$ cat src/rtl/countdown_timer.sv
// BCD mm:ss countdown timer driven by a 1 Hz enable tick.
// Handles load, start, pause and the alarm that follows expiry.
// Control pulses act on any clock edge. Counting and alarm timing only
// advance on edges where en_1hz is high.
// Within one cycle the inputs are ranked rst > load > pause > start > en_1hz.
// An input that the current state ignores does not block the lower-ranked ones.
// Build option: define COUNTDOWN_AUTO_RELOAD_EN to enable auto-reload.
// At expiry the count then reloads and keeps running, and the alarm times
// out on its own, independent of the FSM.
//
// state | meaning
// IDLE  | stopped; waiting for load or start
// RUN   | counting down once per en_1hz tick
// PAUSE | halted mid-count; start resumes
// ALARM | count expired; alarm asserted until acknowledged or timed out
module countdown_timer #(
    parameter int unsigned ALARM_TICKS = 5
) (
    input  logic       clk,
    input  logic       rst,
    input  logic       en_1hz,
    input  logic       load,
    input  logic [7:0] load_min,
    input  logic [7:0] load_sec,
    input  logic       start,
    input  logic       pause,
    output logic [7:0] min_bcd,
    output logic [7:0] sec_bcd,
    output logic       running,
    output logic       done,
    output logic       alarm
);

`ifdef COUNTDOWN_AUTO_RELOAD_EN
    localparam bit AUTO_RELOAD = 1'b1;
`else
    localparam bit AUTO_RELOAD = 1'b0;
`endif

    typedef enum logic [1:0] {IDLE, RUN, PAUSE, ALARM} state_t;

    state_t      state;
    logic [7:0]  rld_min;
    logic [7:0]  rld_sec;
    logic [7:0]  alarm_cnt;

    logic [7:0]  ld_min;
    logic [7:0]  ld_sec;
    logic [15:0] dec_val;
    logic        count_zero;
    logic        dec_zero;
    logic        reload_nz;
    logic        alarm_last;
    logic        alarm_ack;

    // Clamp each digit to its largest legal value so that bad BCD never reaches the counter.
    function automatic logic [7:0] clamp_digits(input logic [7:0] v, input logic [3:0] tens_max);
        logic [3:0] t;
        logic [3:0] o;
        t = (v[7:4] > tens_max) ? tens_max : v[7:4];
        o = (v[3:0] > 4'd9) ? 4'd9 : v[3:0];
        return {t, o};
    endfunction

    // Subtract one second from mm:ss, borrowing across the BCD digit boundaries.
    function automatic logic [15:0] dec_mmss(input logic [7:0] m, input logic [7:0] s);
        logic [7:0] nm;
        logic [7:0] ns;
        nm = m;
        ns = s;
        if (s[3:0] != 4'd0) begin
            ns[3:0] = s[3:0] - 4'd1;
        end else if (s[7:4] != 4'd0) begin
            ns = {s[7:4] - 4'd1, 4'd9};
        end else if (m != 8'h00) begin
            ns = 8'h59;
            if (m[3:0] != 4'd0) nm[3:0] = m[3:0] - 4'd1;
            else                nm = {m[7:4] - 4'd1, 4'd9};
        end
        return {nm, ns};
    endfunction

    // Next-value helpers shared by the FSM.
    always_comb begin
        ld_min     = clamp_digits(load_min, 4'd9);
        ld_sec     = clamp_digits(load_sec, 4'd5);
        dec_val    = dec_mmss(min_bcd, sec_bcd);
        count_zero = (min_bcd == 8'h00) && (sec_bcd == 8'h00);
        dec_zero   = (dec_val == 16'h0000);
        reload_nz  = (rld_min != 8'h00) || (rld_sec != 8'h00);
        // The alarm ends on the tick at which its counter reaches ALARM_TICKS-1.
        alarm_last = ((32'(alarm_cnt) + 32'd1) >= (ALARM_TICKS - 32'd1));
        // With auto-reload, an alarm that rings while running is only acknowledged.
        alarm_ack  = AUTO_RELOAD && alarm && (pause || start);
    end

    // Main FSM with registered count, running, done and alarm outputs.
    always_ff @(posedge clk) begin
        if (rst) begin
            state     <= IDLE;
            min_bcd   <= 8'h00;
            sec_bcd   <= 8'h00;
            rld_min   <= 8'h00;
            rld_sec   <= 8'h00;
            running   <= 1'b0;
            done      <= 1'b0;
            alarm     <= 1'b0;
            alarm_cnt <= 8'd0;
        end else begin
            done <= 1'b0;
            if (load && state != RUN) begin
                min_bcd   <= ld_min;
                sec_bcd   <= ld_sec;
                rld_min   <= ld_min;
                rld_sec   <= ld_sec;
                state     <= IDLE;
                running   <= 1'b0;
                alarm     <= 1'b0;
                alarm_cnt <= 8'd0;
            end else begin
                case (state)
                    IDLE, PAUSE: begin
                        if (start && !count_zero) begin
                            state   <= RUN;
                            running <= 1'b1;
                        end
                    end
                    RUN: begin
                        if (AUTO_RELOAD && alarm) begin
                            if (pause || start) begin
                                alarm <= 1'b0;
                            end else if (en_1hz) begin
                                if (alarm_last) alarm <= 1'b0;
                                else            alarm_cnt <= alarm_cnt + 8'd1;
                            end
                        end
                        if (pause && !alarm_ack) begin
                            state   <= PAUSE;
                            running <= 1'b0;
                        end else if (en_1hz) begin
                            if (dec_zero) begin
                                done      <= 1'b1;
                                alarm     <= 1'b1;
                                alarm_cnt <= 8'd0;
                                if (AUTO_RELOAD && reload_nz) begin
                                    min_bcd <= rld_min;
                                    sec_bcd <= rld_sec;
                                end else begin
                                    min_bcd <= 8'h00;
                                    sec_bcd <= 8'h00;
                                    state   <= ALARM;
                                    running <= 1'b0;
                                end
                            end else begin
                                min_bcd <= dec_val[15:8];
                                sec_bcd <= dec_val[7:0];
                            end
                        end
                    end
                    ALARM: begin
                        if (pause || start) begin
                            alarm <= 1'b0;
                            state <= IDLE;
                        end else if (en_1hz) begin
                            if (alarm_last) begin
                                alarm <= 1'b0;
                                state <= IDLE;
                            end else begin
                                alarm_cnt <= alarm_cnt + 8'd1;
                            end
                        end
                    end
                    default: begin
                        state   <= IDLE;
                        running <= 1'b0;
                    end
                endcase
            end
        end
    end

endmodule

$ cat config.mk
export PLATFORM = sky130hd
export DESIGN_NAME = countdown_timer
export DESIGN_NICKNAME = d
export VERILOG_FILES = /design/src/rtl/countdown_timer.sv
export SDC_FILE = /design/constraint.sdc
export NUM_CORES = 1
export LEC_CHECK = 0
export CORE_UTILIZATION = 35
export CTS_CLUSTER_SIZE = 30
export DETAILED_ROUTE_END_ITERATION = 10
export GPL_TIMING_DRIVEN = 0
export PLACE_DENSITY = 0.57
export RECOVER_POWER = 25
export SLEW_MARGIN = 5
export SYNTH_ARGS = -nofsm -noshare
export SYNTH_HDL_FRONTEND = slang
export SYNTH_SLANG_ARGS = --single-unit
$ cat constraint.sdc
create_clock -name clk -period 2.9 [get_ports clk]
set_input_delay 0.435 -clock clk [delete_from_list [all_inputs] [get_ports clk]]
set_output_delay 0.435 -clock clk [all_outputs]
set_load 0.03 [all_outputs]
Word level (Yosys, flattened, before mapping)
Index checks and enable logic that the tools add are counted.

Flip-flop bits (word level): 29. Input port bits: 22. Output and inout port bits: 19. Word-level logic and storage cells: 112.

$add $sub $neg: 6. Order comparisons: 5. Equality and inequality tests: 16. Multiplexer cells: 51. Bitwise logic cells: 2. Reductions and logical operators: 25.

Operator list (count): 2-to-1 mux 8 bit (21); 2-to-1 mux 4 bit (8); logical NOT 16 bit (1); logical NOT 8 bit (2); case mux 8 bit (2 select lines) (1); subtractor 4 x 1 -> 4 bit (second input constant) (4); 2-to-1 mux 2 bit (7); != test 2 bit (second input constant) (7); greater-than comparator 4 bit (second input constant) (3); != test 3 bit (second input constant) (4); nonzero test 4 bit (3); 2-to-1 mux 1 bit (11); adder 8 x 1 -> 9 bit (second input constant) (1); >= comparator 9 x 3 -> 1 bit (second input constant) (1); adder 8 x 1 -> 8 bit (second input constant) (1); nonzero test 2 bit (4); nonzero test 8 bit (1); AND reduction 7 bit (1); case mux 2 bit (3 select lines) (1); AND reduction 6 bit (1); AND reduction 5 bit (1); OR reduction 5 bit (1); == test 2 bit (second input constant) (2); greater-than comparator 4 x 3 -> 1 bit (second input constant) (1); other kinds (11) (17).

Depth between registers and ports, before layout
Gate-level depths: netlist (run 1).

Depth after elaboration: 11. Depth in mapped cells: 9. Mapped depth without buffers: 8.

Worst setup path after synthesis (run 1)
No wires, ideal clock.

Kind: reg-to-reg. Start: reg sec_bcd[0]. End: reg running. Setup time: 0.115 ns. Arrival time: 2.644 ns. Required time: 2.785 ns. Setup slack: 0.141 ns. Stages on the path, launching flop included: 10. Buffers on the path: 1. Clock period less this slack: 2.759 ns. Cells stage by stage: dfxtp_1 -> inv_1 -> ha_1 -> or3b_1 -> buf_6 -> o31ai_1 -> o211ai_1 -> or4_1 -> or3_1 -> and3_1.

Longest elaborated chain between the ends: 6. Elaborated cells on any way between the ends: 15. Those cells by class: 1 x add/sub; 2 x eq/ne; 5 x mux; 7 x reduce/logical.

RTL lines: from (decl) (RTL line 28) `output logic [7:0] sec_bcd,`; from (signal assigned) (RTL line 113) `sec_bcd <= ld_sec;`; from (signal assigned) (RTL line 147) `sec_bcd <= rld_sec;`; from (signal assigned) (RTL line 156) `sec_bcd <= dec_val[7:0];`; branches (longest 5 deep; another with subtractor 4 x 1 -> 4 bit); AND reduction 4 bit (no source line) (*); to (signal assigned) (RTL line 105) `running <= 1'b0;`; to (signal assigned) (RTL line 117) `running <= 1'b0;`; to (signal assigned) (RTL line 125) `running <= 1'b1;`; to (decl) (RTL line 29) `output logic running,`.

Mark *: on every way between the ends. A chain may end at the register's enable or synchronous reset.

Worst setup path in the final report (run 1)
Ends and elaborated chain as after synthesis.

==> results of run 1 <==
## critical path: cells and delay by family (launching register included)
| kind | cells | cell delay, ns |
|---|---|---|
| compound gates | 1 | 0.21 |
| fa+ha+maj | 1 | 0.24 |
| buf+inv | 2 | 0.25 |
| flops | 1 | 0.37 |
| simple gates | 5 | 1.59 |
## layout by cell type (no fill, tap or decap), types with 3 or more instances in the layout
cell type	synthesis	routed
nand2_1	15	15
a221oi_1	5	5
nor3b_1	7	5
nand3b_1	4	4
nand4_1	5	5
mux2i_1	3	3
or3_1	4	4
nand3_1	7	6
o21ai_0	13	13
or4_1	5	5
nor3_1	6	6
inv_1	11	11
ha_1	5	4
nor4_1	5	5
dlygate4sd3_1	0	11
a41o_1	3	3
clkbuf_8	0	5
a31oi_1	4	4
nor2_1	31	31
clkdlybuf4s50_1	0	29
clkbuf_1	9	9
dfxtp_1	29	29
a21oi_1	15	15
and3_1	8	8
a211oi_1	5	5
## metal layers
metal | global-route usage, % | part of all wire (%)
met3 | 5.49 | 4.6
met4 | 7.55 | 1.5
met1 | 25.4 | 46
met5 | 0 | 0
met2 | 35.8 | 48
## worst max path at each step
stage | start | end
floorplan | sec_bcd[0]$_SDFFE_PP0P_ | running$_SDFFE_PP0P_
global placement | sec_bcd[0]$_SDFFE_PP0P_ | running$_SDFFE_PP0P_
detailed placement | sec_bcd[0]$_SDFFE_PP0P_ | running$_SDFFE_PP0P_
CTS | sec_bcd[0]$_SDFFE_PP0P_ | alarm_cnt[1]$_SDFFE_PP0P_
global route | sec_bcd[0]$_SDFFE_PP0P_ | running$_SDFFE_PP0P_
finish | sec_bcd[0]$_SDFFE_PP0P_ | running$_SDFFE_PP0P_
## registers in the layout, summed over array words and instances (netlist names)
register,cells
alarm_cnt,8
sec_bcd,8
done,1
alarm,1
state,2
running,1
min_bcd,8
## layout make-up
cell class	count	area share, %
inverter	11	1.68
sequential	29	23.6
tap	70	3.55
clock inverter	3	0.711
clock buffer	5	2.79
multi-input combinational	186	49.2
timing repair buffer	40	16.2
buffer	11	2.28
## cells by family after synthesis
| family | after synthesis |
|---|---|
| DFF | 29 |
| xor gates and xnor gates | 2 |
| muxes | 3 |
| buffers and inverters | 22 |
| adders and majority gates | 5 |
| AOI/OAI and AO/OA | 65 |
| and+or+nand+nor | 111 |
## through the flow
stage                     util (%)  std cells  setup slack (ns)  setup TNS, ns
after floorplan                  -        237             0.141              0
after global placement        46.0        347           -0.0972         -0.188
after detailed placement      46.0        347            -0.114         -0.238
after CTS                     47.8        355            0.0200              0
after global routing          48.3        355           0.00734              0
final                         48.3        355             0.148              0
## power by group through the flow
stage / combinational [mW] / clock [mW] / sequential [mW]
after floorplan: 0.201 / 0 / 0.475
after global placement: 0.345 / 0 / 0.451
after detailed placement: 0.345 / 0 / 0.451
after CTS: 0.348 / 0.352 / 0.442
after global routing: 0.381 / 0.369 / 0.447
final: 0.350 / 0.343 / 0.443
==> impl_metrics.json, run 1 <==
{
  "synth_top_family_by_area": "simple AND/OR/NAND/NOR gates",
  "drive_gt1_share_pct": 7.37,
  "max_freq_ghz": 0.363,
  "ctsHoldBuffers": 0,
  "yosys_warnings": 0,
  "cp-end-kind": "flip-flop",
  "htree_levels": 2,
  "num_vias": 1955,
  "grt_max_degree": 11,
  "max_cap_violations": 0,
  "worst_pin_slew_ns": 0.825,
  "synth-main-ff-cell": "dfxtp_1",
  "dieHeight_um": 74.9,
  "grt_setup_unrepaired": "false",
  "clkTransAtPathRegs_ns": 0.08,
  "combPwrFrac_pct": 30.8,
  "synth-seq-cells": 29,
  "dpl-instance-area_sq_um": 2350,
  "p_switching_mw": 0.403,
  "post_cts.repair.setup_buffers": 0,
  "clockPowerShare_pct": 30.2,
  "hold_path_startpoint": "alarm_cnt[6]$_SDFFE_PP0P_",
  "setup_violations": 0,
  "hold-worst-slack_ns": 0.479,
  "grt_first_pass_wirelength_mm": 8.58,
  "relSlewSlack_pct": 44.5,
  "ir_drop_uv": 239,
  "nNetsFinal": 311,
  "final.period_utilization_pct": 94.9,
  "num_rows": 26,
  "critPathKind": "reg -> reg",
  "power_mw": 1.14,
  "cpMaxStageDelayCell": "or4_1",
  "grt_pass1_vias": 1788,
  "required_ns": 3.10,
  "critPathMaxStageDelay_ns": 0.53,
  "die_w_um": 74.9,
  "synth_fa_ha_area_share_pct": 3.36,
  "r2r-start": "sec_bcd[0]$_SDFFE_PP0P_",
  "worst_hold_path.endpoint": "alarm_cnt[6]$_SDFFE_PP0P_",
  "period_minus_slack_ns": 2.75,
  "wirelength_mm": 5.34,
  "outcome": "completed",
  "p_int_mw": 0.732,
  "ys_types": 49,
  "hpwlAfterDp_mm": 3.94,
  "pwr_density_cell_nw_per_um2": 461,
  "synth_mux_area_share_pct": 1.61,
  "hold_path_depth": 1,
  "routedWlPerCell_um": 15.0,
  "sw_frac_of_total_pct": 35.5,
  "r2r_cells": 9,
  "dieArea_sq_um": 5620,
  "cts_root_buf": "clkbuf_8",
  "synth_top_area_share_pct": 31.2,
  "hp-class": "reg -> reg",
  "cts_tree": "yes",
  "seqPwrFrac_pct": 39.0,
  "via_per_inst": 5.51,
  "synth_edf_count": 0,
  "arrival_ns": 2.95,
  "core_area_sq_um": 5110,
  "antenna_found_initial": 0,
  "diodes": 0,
  "crit_fanout": 9,
  "synth_most_common_cell": "nor2_1",
  "cts.sinks": 29,
  "cp_cell_sequence": "inv_1, ha_2, or3b_1, buf_6, o21ai_0, nand3_1, or4_1, or3_1, and3_1",
  "synth_xor_area_share_pct": 0.941,
  "groute.usage.overall_pct": 21.0,
  "synth_compound_area_share_pct": 23.6,
  "synthesis.area_sq_um": 1860,
  "yosys.area.top_type": "dfxtp_1",
  "final_area_sq_um": 2460,
  "cts_inserted_buffers": 5,
  "maxSlewViolCount": 0,
  "timing_hold_violations_final": 0,
  "synthSimpleGateAreaFrac_pct": 34.1,
  "skew_ns": 0.0102,
  "io_pins": 41,
  "syn_to_final_growth_pct": 32.4,
  "avgSynthCellArea_sq_um": 7.86,
  "synthTopCellsByCount": "nor2_1 (31), dfxtp_1 (29), a21oi_1 (15), nand2_1 (15), o21ai_0 (13)",
  "multi_input_area_sq_um": 1210,
  "register_area_sq_um": 581,
  "postCtsResizedCells": 1,
  "drtAntennaViolNets": 0,
  "gp_congestion": 0.796,
  "clock_latency_ns": 0.29,
  "worst_setup_path_start_kind": "flip-flop",
  "ys_top_cells_by_area": "dfxtp_1 (31%), nor2_1 (6.3%), a21oi_1 (4.0%), o21ai_0 (3.5%), ha_1 (3.4%)",
  "grt-ovfl-total": 0,
  "dr.pass1.iters": 4,
  "initial_core_util_pct": 36.5,
  "p_leak_nw": 0.951,
  "nFillCells": 539,
  "portBuffers": 40,
  "reg2reg_to": "running$_SDFFE_PP0P_",
  "first_iter_violations": 96,
  "drcViolationCount": 0,
  "yosysSeqAreaShare_pct": 31.2,
  "cts_buffer_depth": 2,
  "async_flop_share_pct": 0,
  "reg2reg_slack_ns": 0.15,
  "synth_nets": 264,
  "synthCells": 237
}
Note: power is estimated with default switching activity, not from simulation.
==> inputs of run 2 (changes only) <==
--- a/config.mk
+++ b/config.mk
@@ -11,7 +11,7 @@
 export GPL_TIMING_DRIVEN = 0
 export PLACE_DENSITY = 0.57
 export RECOVER_POWER = 25
-export SLEW_MARGIN = 5
+export SLEW_MARGIN = 20
 export SYNTH_ARGS = -nofsm -noshare
 export SYNTH_HDL_FRONTEND = slang
 export SYNTH_SLANG_ARGS = --single-unit
==> results of run 2 <==
No change in the layout: final DEF, timing and power equal those of run 1.
